<file path="src/rtl/uart_rx_ext_if.sv">
// Read-side bus of the UART receiver: strobe/cycle request, data and acknowledge.
interface uart_rx_ext_if;
    logic        stb_i;
    logic        cyc_i;
    logic [10:0] data_o;
    logic        ack_o;

    modport slave  (input  stb_i, input  cyc_i, output data_o, output ack_o);
    modport master (output stb_i, output cyc_i, input  data_o, input  ack_o);
endinterface

</file>
<file path="src/rtl/uart_rx_ext.sv">
// Parametrised UART receiver: 5..8 data bits, optional parity, 1/2 stop bits,
// error/break flagging and a receive FIFO behind a stb/cyc/ack read port.
//
// state       | meaning
// ------------+-----------------------------------------------------------
// S_IDLE      | line idle, waiting for a falling edge on the synchronised line
// S_START     | qualifying the start bit up to its midpoint (glitch filter)
// S_DATA      | sampling data bits LSB first, one per bit period
// S_PARITY    | sampling the parity bit
// S_STOP      | sampling the stop bit(s); result pushed the following cycle
// S_WAIT_IDLE | after a break, waiting for the line to return high
module uart_rx_ext #(
    parameter int CLKS_PER_BIT = 62,
    parameter int DATA_BITS    = 8,
    parameter int PARITY       = 0,
    parameter int STOP_BITS    = 1,
    parameter int FIFO_BITS    = 4
) (
    input  logic                 clk_i,
    input  logic                 rst_n_i,
    uart_rx_ext_if.slave         bus,
    output logic                 rx_ready_o,
    output logic [FIFO_BITS:0]   fifo_count_o,
    output logic                 overrun_o,
    input  logic                 clr_overrun_i,
    input  logic                 uart_rxd_i
);

    typedef enum logic [2:0] {
        S_IDLE, S_START, S_DATA, S_PARITY, S_STOP, S_WAIT_IDLE
    } state_t;

    localparam logic [15:0]        L_FULL      = 16'(CLKS_PER_BIT);
    localparam logic [15:0]        L_HALF      = 16'(CLKS_PER_BIT / 2);
    localparam logic [2:0]         L_LAST_BIT  = 3'(DATA_BITS - 1);
    localparam logic               L_LAST_STOP = (STOP_BITS == 2);
    localparam logic               L_ODD       = (PARITY == 1);
    localparam int                 L_DEPTH_I   = 2 ** FIFO_BITS;
    localparam logic [FIFO_BITS:0] L_DEPTH     = (FIFO_BITS + 1)'(L_DEPTH_I);

    // receiver registers and their next values
    logic [2:0]  r_sync;
    state_t      r_state,      w_state_nxt;
    logic [15:0] r_count,      w_count_nxt;
    logic [2:0]  r_bit_idx,    w_bit_idx_nxt;
    logic        r_stop_idx,   w_stop_idx_nxt;
    logic [7:0]  r_shift,      w_shift_nxt;
    logic        r_par_bit,    w_par_bit_nxt;
    logic        r_stop0,      w_stop0_nxt;
    logic        r_frm_err,    w_frm_err_nxt;
    logic        r_push,       w_push_nxt;
    logic [10:0] r_push_data,  w_push_data_nxt;

    // FIFO and read port
    logic [10:0]          r_mem [L_DEPTH_I];
    logic [FIFO_BITS-1:0] r_wr_ptr;
    logic [FIFO_BITS-1:0] r_rd_ptr;
    logic [FIFO_BITS:0]   r_fcount;
    logic                 r_ack_pend;
    logic                 r_overrun;
    logic [10:0]          r_data;

    logic w_rxd_s;
    logic w_par_err;
    logic w_frm_now;
    logic w_first_stop;
    logic w_is_break;
    logic w_pop;
    logic w_full;
    logic w_wr;
    logic w_ovr_set;

    assign w_rxd_s      = r_sync[2];
    assign w_par_err    = (PARITY != 0) && ((^r_shift ^ r_par_bit) != L_ODD);
    assign w_frm_now    = r_frm_err | ~w_rxd_s;
    assign w_first_stop = (r_stop_idx == 1'b0) ? w_rxd_s : r_stop0;
    assign w_is_break   = (r_shift == 8'h00) && ((PARITY == 0) || !r_par_bit) && !w_first_stop;

    // three-flop synchroniser for the asynchronous RX line; idles high
    always_ff @(posedge clk_i or negedge rst_n_i) begin
        if (!rst_n_i) r_sync <= 3'b111;
        else          r_sync <= {r_sync[1:0], uart_rxd_i};
    end

    // receiver state and datapath registers
    always_ff @(posedge clk_i or negedge rst_n_i) begin
        if (!rst_n_i) begin
            r_state     <= S_IDLE;
            r_count     <= 16'd0;
            r_bit_idx   <= 3'd0;
            r_stop_idx  <= 1'b0;
            r_shift     <= 8'h00;
            r_par_bit   <= 1'b0;
            r_stop0     <= 1'b1;
            r_frm_err   <= 1'b0;
            r_push      <= 1'b0;
            r_push_data <= 11'h000;
        end else begin
            r_state     <= w_state_nxt;
            r_count     <= w_count_nxt;
            r_bit_idx   <= w_bit_idx_nxt;
            r_stop_idx  <= w_stop_idx_nxt;
            r_shift     <= w_shift_nxt;
            r_par_bit   <= w_par_bit_nxt;
            r_stop0     <= w_stop0_nxt;
            r_frm_err   <= w_frm_err_nxt;
            r_push      <= w_push_nxt;
            r_push_data <= w_push_data_nxt;
        end
    end

    // next-state and bit sampling; a break skips straight to waiting for idle
    always_comb begin
        w_state_nxt     = r_state;
        w_count_nxt     = r_count;
        w_bit_idx_nxt   = r_bit_idx;
        w_stop_idx_nxt  = r_stop_idx;
        w_shift_nxt     = r_shift;
        w_par_bit_nxt   = r_par_bit;
        w_stop0_nxt     = r_stop0;
        w_frm_err_nxt   = r_frm_err;
        w_push_nxt      = 1'b0;
        w_push_data_nxt = r_push_data;
        case (r_state)
            S_IDLE: begin
                if (!w_rxd_s) begin
                    w_count_nxt = 16'd1;
                    w_state_nxt = S_START;
                end
            end
            S_START: begin
                if (w_rxd_s) begin
                    w_state_nxt = S_IDLE;
                end else if (r_count == L_HALF) begin
                    w_count_nxt    = 16'd1;
                    w_bit_idx_nxt  = 3'd0;
                    w_stop_idx_nxt = 1'b0;
                    w_shift_nxt    = 8'h00;
                    w_par_bit_nxt  = 1'b0;
                    w_frm_err_nxt  = 1'b0;
                    w_state_nxt    = S_DATA;
                end else begin
                    w_count_nxt = r_count + 16'd1;
                end
            end
            S_DATA: begin
                if (r_count == L_FULL) begin
                    w_count_nxt = 16'd1;
                    w_shift_nxt[r_bit_idx] = w_rxd_s;
                    if (r_bit_idx == L_LAST_BIT) begin
                        w_bit_idx_nxt = 3'd0;
                        w_state_nxt   = (PARITY != 0) ? S_PARITY : S_STOP;
                    end else begin
                        w_bit_idx_nxt = r_bit_idx + 3'd1;
                    end
                end else begin
                    w_count_nxt = r_count + 16'd1;
                end
            end
            S_PARITY: begin
                if (r_count == L_FULL) begin
                    w_count_nxt   = 16'd1;
                    w_par_bit_nxt = w_rxd_s;
                    w_state_nxt   = S_STOP;
                end else begin
                    w_count_nxt = r_count + 16'd1;
                end
            end
            S_STOP: begin
                if (r_count == L_FULL) begin
                    w_count_nxt   = 16'd1;
                    w_frm_err_nxt = w_frm_now;
                    if (r_stop_idx == 1'b0) w_stop0_nxt = w_rxd_s;
                    if (r_stop_idx == L_LAST_STOP) begin
                        w_push_nxt     = 1'b1;
                        w_stop_idx_nxt = 1'b0;
                        if (w_is_break) begin
                            w_push_data_nxt = {1'b1, 1'b0, 1'b1, r_shift};
                            w_state_nxt     = S_WAIT_IDLE;
                        end else begin
                            w_push_data_nxt = {1'b0, w_par_err, w_frm_now, r_shift};
                            w_state_nxt     = S_IDLE;
                        end
                    end else begin
                        w_stop_idx_nxt = 1'b1;
                    end
                end else begin
                    w_count_nxt = r_count + 16'd1;
                end
            end
            S_WAIT_IDLE: begin
                if (w_rxd_s) w_state_nxt = S_IDLE;
            end
            default: w_state_nxt = S_IDLE;
        endcase
    end

    // a full FIFO still accepts a push when a pop frees the slot in the same cycle
    assign w_pop     = bus.stb_i & bus.cyc_i & ~r_ack_pend & rx_ready_o;
    assign w_full    = (r_fcount == L_DEPTH);
    assign w_wr      = r_push & (~w_full | w_pop);
    assign w_ovr_set = r_push & w_full & ~w_pop;

    // FIFO storage; contents need no reset since occupancy gates reads
    always_ff @(posedge clk_i) begin
        if (w_wr) r_mem[r_wr_ptr] <= r_push_data;
    end

    // pointers, occupancy, read data, pending ack and sticky overrun
    always_ff @(posedge clk_i or negedge rst_n_i) begin
        if (!rst_n_i) begin
            r_wr_ptr   <= '0;
            r_rd_ptr   <= '0;
            r_fcount   <= '0;
            r_ack_pend <= 1'b0;
            r_overrun  <= 1'b0;
            r_data     <= 11'h000;
        end else begin
            if (w_wr)  r_wr_ptr <= r_wr_ptr + 1'b1;
            if (w_pop) begin
                r_rd_ptr <= r_rd_ptr + 1'b1;
                r_data   <= r_mem[r_rd_ptr];
            end
            if (w_wr && !w_pop)      r_fcount <= r_fcount + 1'b1;
            else if (w_pop && !w_wr) r_fcount <= r_fcount - 1'b1;
            if (w_pop)               r_ack_pend <= 1'b1;
            else if (!bus.stb_i)     r_ack_pend <= 1'b0;
            if (w_ovr_set)           r_overrun <= 1'b1;
            else if (clr_overrun_i)  r_overrun <= 1'b0;
        end
    end

    assign bus.data_o   = r_data;
    assign bus.ack_o    = r_ack_pend & bus.stb_i;
    assign rx_ready_o   = (r_fcount != '0);
    assign fifo_count_o = r_fcount;
    assign overrun_o    = r_overrun;

endmodule

</file>
<file path="src/flat_wrapper.sv">
// flat-port wrapper written by rule: the top's interface ports become plain ports
module uart_rx_ext_flat 
#(
    parameter int CLKS_PER_BIT = 62,
    parameter int DATA_BITS    = 8,
    parameter int PARITY       = 0,
    parameter int STOP_BITS    = 1,
    parameter int FIFO_BITS    = 4
)
  (clk_i, rst_n_i, rx_ready_o, fifo_count_o, overrun_o, clr_overrun_i, uart_rxd_i, bus_stb_i, bus_cyc_i, bus_data_o, bus_ack_o);
  uart_rx_ext_if bus_i ();
  input  logic clk_i;
  input  logic rst_n_i;
  output logic rx_ready_o;
  output logic [FIFO_BITS:0] fifo_count_o;
  output logic overrun_o;
  input  logic clr_overrun_i;
  input  logic uart_rxd_i;
  input wire logic [$bits(bus_i.stb_i)-1:0] bus_stb_i;
  input wire logic [$bits(bus_i.cyc_i)-1:0] bus_cyc_i;
  output wire logic [$bits(bus_i.data_o)-1:0] bus_data_o;
  output wire logic [$bits(bus_i.ack_o)-1:0] bus_ack_o;
  assign bus_i.stb_i = bus_stb_i;
  assign bus_i.cyc_i = bus_cyc_i;
  assign bus_data_o = bus_i.data_o;
  assign bus_ack_o = bus_i.ack_o;
  uart_rx_ext #(.CLKS_PER_BIT(CLKS_PER_BIT), .DATA_BITS(DATA_BITS), .PARITY(PARITY), .STOP_BITS(STOP_BITS), .FIFO_BITS(FIFO_BITS)) u_core (.clk_i(clk_i), .rst_n_i(rst_n_i), .bus(bus_i), .rx_ready_o(rx_ready_o), .fifo_count_o(fifo_count_o), .overrun_o(overrun_o), .clr_overrun_i(clr_overrun_i), .uart_rxd_i(uart_rxd_i));
endmodule
</file>
<file path="config.mk">
export PLATFORM = sky130hd
export DESIGN_NAME = uart_rx_ext_flat
export DESIGN_NICKNAME = d
export VERILOG_FILES = /design/src/rtl/uart_rx_ext_if.sv /design/src/rtl/uart_rx_ext.sv /design/src/flat_wrapper.sv
export SDC_FILE = /design/constraint.sdc
export NUM_CORES = 1
export LEC_CHECK = 0
export CAP_MARGIN = 40
export CORE_MARGIN = 4
export CORE_UTILIZATION = 40
export CTS_CLUSTER_DIAMETER = 100
export DETAILED_ROUTE_END_ITERATION = 10
export PLACE_DENSITY_LB_ADDON = 0.3
export SYNTH_ARGS = -nofsm -noshare
export SYNTH_HDL_FRONTEND = slang
export SYNTH_SLANG_ARGS = --single-unit
</file>
<file path="constraint.sdc">
create_clock -name clk_i -period 5.05 [get_ports clk_i]
set_clock_uncertainty 0.15 [all_clocks]
set_input_delay 0.7575 -clock clk_i [delete_from_list [all_inputs] [get_ports clk_i]]
set_output_delay 0.7575 -clock clk_i [all_outputs]
set_load 0.01 [all_outputs]
</file>
==> flow_summary.toml <==
[sta]
holdWs_ns = 0.209
rsz0062_at_grt = "no"
slew_headroom = 0.358
fin_crit_ns = 2.96
hold_violations = 0
drv_slew = 0
finalSetupViolations = 0
fin_setup_tns_ns = 0
fmax_mhz = 338
tightest_slew_ns = 0.964
fin_crit_sh = 0.585

[logic_synthesis]
synth_enable_flop_cells = 160
synth_cell_types = 57
yosys_warnings = 0
synth.most_common_cell = "edfxtp_1"
synth_flop_cell = "edfxtp_1"
ys_seq_area_frac = 0.682
synth_area_sq_um = 9620
synth-seq-cells = 230
syn_avg_cell_area_sq_um = 15.9
yosys.area.top_type = "edfxtp_1"
ys_top_cells_by_area = "edfxtp_1 50%, dfrtp_1 17%, mux4_2 9.4%, mux2_2 2.5%, ha_1 1.7%"
synth.top_cell.area_share = 0.500
synth_commonest_cells = "160 x edfxtp_1, 67 x dfrtp_1, 40 x mux4_2, 28 x nor2_1, 23 x nand2_1"
synthArstFlopShare = 0.304
synth_nets = 626
syn_inst = 606

[grt]
antenna_found_initial = 0
grtUsageTotal = 0.146
grt_overflow = 0
grt_max_degree = 50
grt_pass1_vias = 5294
grt_pass1_wl_mm = 30.6

[die]
dieWidth_um = 163
dieHeight_um = 163
ios = 25
core-area_sq_um = 23500
initial_core_util = 0.409
dieArea_sq_um = 26600
num_rows = 56

[routing]
drt_pass1_iterations = 5
wl_met1_mm = 8.97
ant_nets = 0
route.detailed.drc = 0
num_vias = 5236
viasPerCell = 5.39
route.met3.wl_um = 773
dr_wl_met2_mm = 8.78
wl_per_cell_um = 19.4
routed_wl_mm = 18.8
dr.max_layer_used = "met4"
drt_iter0_drc = 376

[layout]
utilization = 0.469
area_growth_pct = 14.8
stdcell_count = 971
fillers = 2017
antenna_cells = 0
regArea_sq_um = 6560
final_nets = 654
multiInputGateArea_sq_um = 2860
layout-drive-gt1-share = 0.189

[placed_design]
hpwl_mm = 12.3
place.gp.congestion = 0.820
place_inst = 925
port_buffers = 23

[critical_path]
cp_slowest_cell = "nor4_2"
crit_arrival_ns = 2.05
cp.required_ns = 4.14
path_cells = "nor4_2 -> nand2_1 -> clkdlybuf4s50_1"
crit_path_max_incr_delay_ns = 0.49
start_kind = "flop"
cp_max_fo = 5
end_kind = "primary output"
r2r-start = "u_core.fifo_count_o[1]"
cp-startpoint = "u_core.fifo_count_o[1]"
crit_type = "reg -> out"

[power_and_ir_drop]
p_per_area_nw_per_um2 = 445
vdd_ir_drop_max_mv = 0.226
p_leak_nw = 4.31
report.power.total_w = 0.00492

[clock_tree]
clk_latency_ns = 0.50
path_clk_slew_ns = 0.06
clockBufferDepth = 3
cts_root_buf = "clkbuf_16"
cts_sinks = 230
cts_tree = "built"
cts_buffers = 24
h-tree-depth = 1

[job]
drv_cap = 0

[status]
status = "finished clean"

[hold_path]
hold_class = "reg -> reg"
hold_start = "u_core.r_sync[0]"
==> layout make-up <==
class / instances / share of cell area
timing repair buffer: 32 / 0.0288
multi-input combinational: 329 / 0.259
clock buffer: 31 / 0.0605
clock inverter: 13 / 0.0153
inverter: 17 / 0.00578
sequential: 230 / 0.594
tap: 319 / 0.0362
==> power by group <==
part / total [W] / switching (W) / internal [W]
Clock: 0.00183 / 0.000691 / 0.00114
Combinational: 0.000823 / 0.000384 / 0.000438
Sequential: 0.00226 / 0.000171 / 0.00209
==> worst max-delay path: cells and delay by family (launching register included) <==
family	cells	cell delay (ns)
flops	1	0.46
simple gates	2	0.60
buf+inv	1	0.49
==> routing by layer <==
metal / GRT usage / up-vias
li1: - / 2433
met1: 0.219 / 2658
met2: 0.228 / 116
met3: 0.0225 / 29
met4: 0.0301 / 0
met5: 0 / -
==> state kept, by name (all words and copies together), names as in the netlist <==
| signal | flops |
|---|---|
| u_core.r_rd_ptr | 4 |
| u_core.r_bit_idx | 3 |
| u_core.r_sync | 3 |
| u_core.r_state | 3 |
| u_core.r_push | 1 |
| u_core.overrun_o | 1 |
| u_core.r_ack_pend | 1 |
| u_core.r_count | 16 |
| u_core.bus.data_o | 10 |
| u_core.fifo_count_o | 5 |
| u_core.r_shift | 8 |
| u_core.r_push_data | 10 |
| u_core.r_wr_ptr | 4 |
| u_core.r_frm_err | 1 |
| u_core.r_mem | 160 |
==> cells by family after synthesis <==
logic type / synth area share
adder cells (fa/ha/maj): 0.0190
multiplexers: 0.119
buffers and inverters: 0.0209
AND/OR/NAND/NOR: 0.0783
XOR/XNOR: 0.0100
other: 0.000390
AO/OA/AOI/OAI: 0.0700
flip-flops: 0.682
==> repair_timing <==
action | 4_1_cts | 5_1_grt
hold buffers | 1 | 0
hold endpoints to repair | 10 | 0
resized for setup | 0 | 0
setup buffers | 0 | 0
==> stage by stage <==
step                area (sq um)  worst slack [ns]
floorplan                   9620              1.93
global placement           10100              1.68
detailed placement         10200              1.64
CTS                        11000              2.06
global route               11000              1.84
finish                     11000              2.09
==> worst paths after layout <==
check | slack (ns) | cells after the start | endpoint
max | 2.09 | 3 | rx_ready_o
min | 0.21 | 0 | u_core.r_sync[1]
max reg2reg | 2.13 | 11 | u_core.fifo_count_o[4]
min reg2reg | 0.21 | 0 | u_core.r_sync[1]
max in group asynchronous | 3.62 | 3 | u_core.r_rd_ptr[0]
min in group asynchronous | 0.55 | 2 | u_core.fifo_count_o[0]
==> cell usage in the layout (no fill, tap or decap), types with 5 or more instances in the layout <==
| cell type | count |
|---|---|
| edfxtp_1 | 160 |
| o31ai_1 | 8 |
| and2_1 | 14 |
| nor3_1 | 11 |
| mux4_2 | 40 |
| mux2_2 | 21 |
| buf_4 | 8 |
| o21ai_0 | 14 |
| a21oi_1 | 17 |
| a31oi_1 | 11 |
| a22o_1 | 6 |
| o21ai_1 | 11 |
| xnor2_1 | 9 |
| and3_1 | 6 |
| nand4_1 | 9 |
| o22ai_1 | 20 |
| clkbuf_16 | 25 |
| clkdlybuf4s50_1 | 22 |
| nand3_1 | 13 |
| nor2_1 | 28 |
| ha_1 | 13 |
| dfrtp_1 | 66 |
| a21o_1 | 7 |
| nand2_1 | 23 |
| clkinv_1 | 5 |
| inv_1 | 17 |
Note: power is estimated with default switching activity, not from simulation.
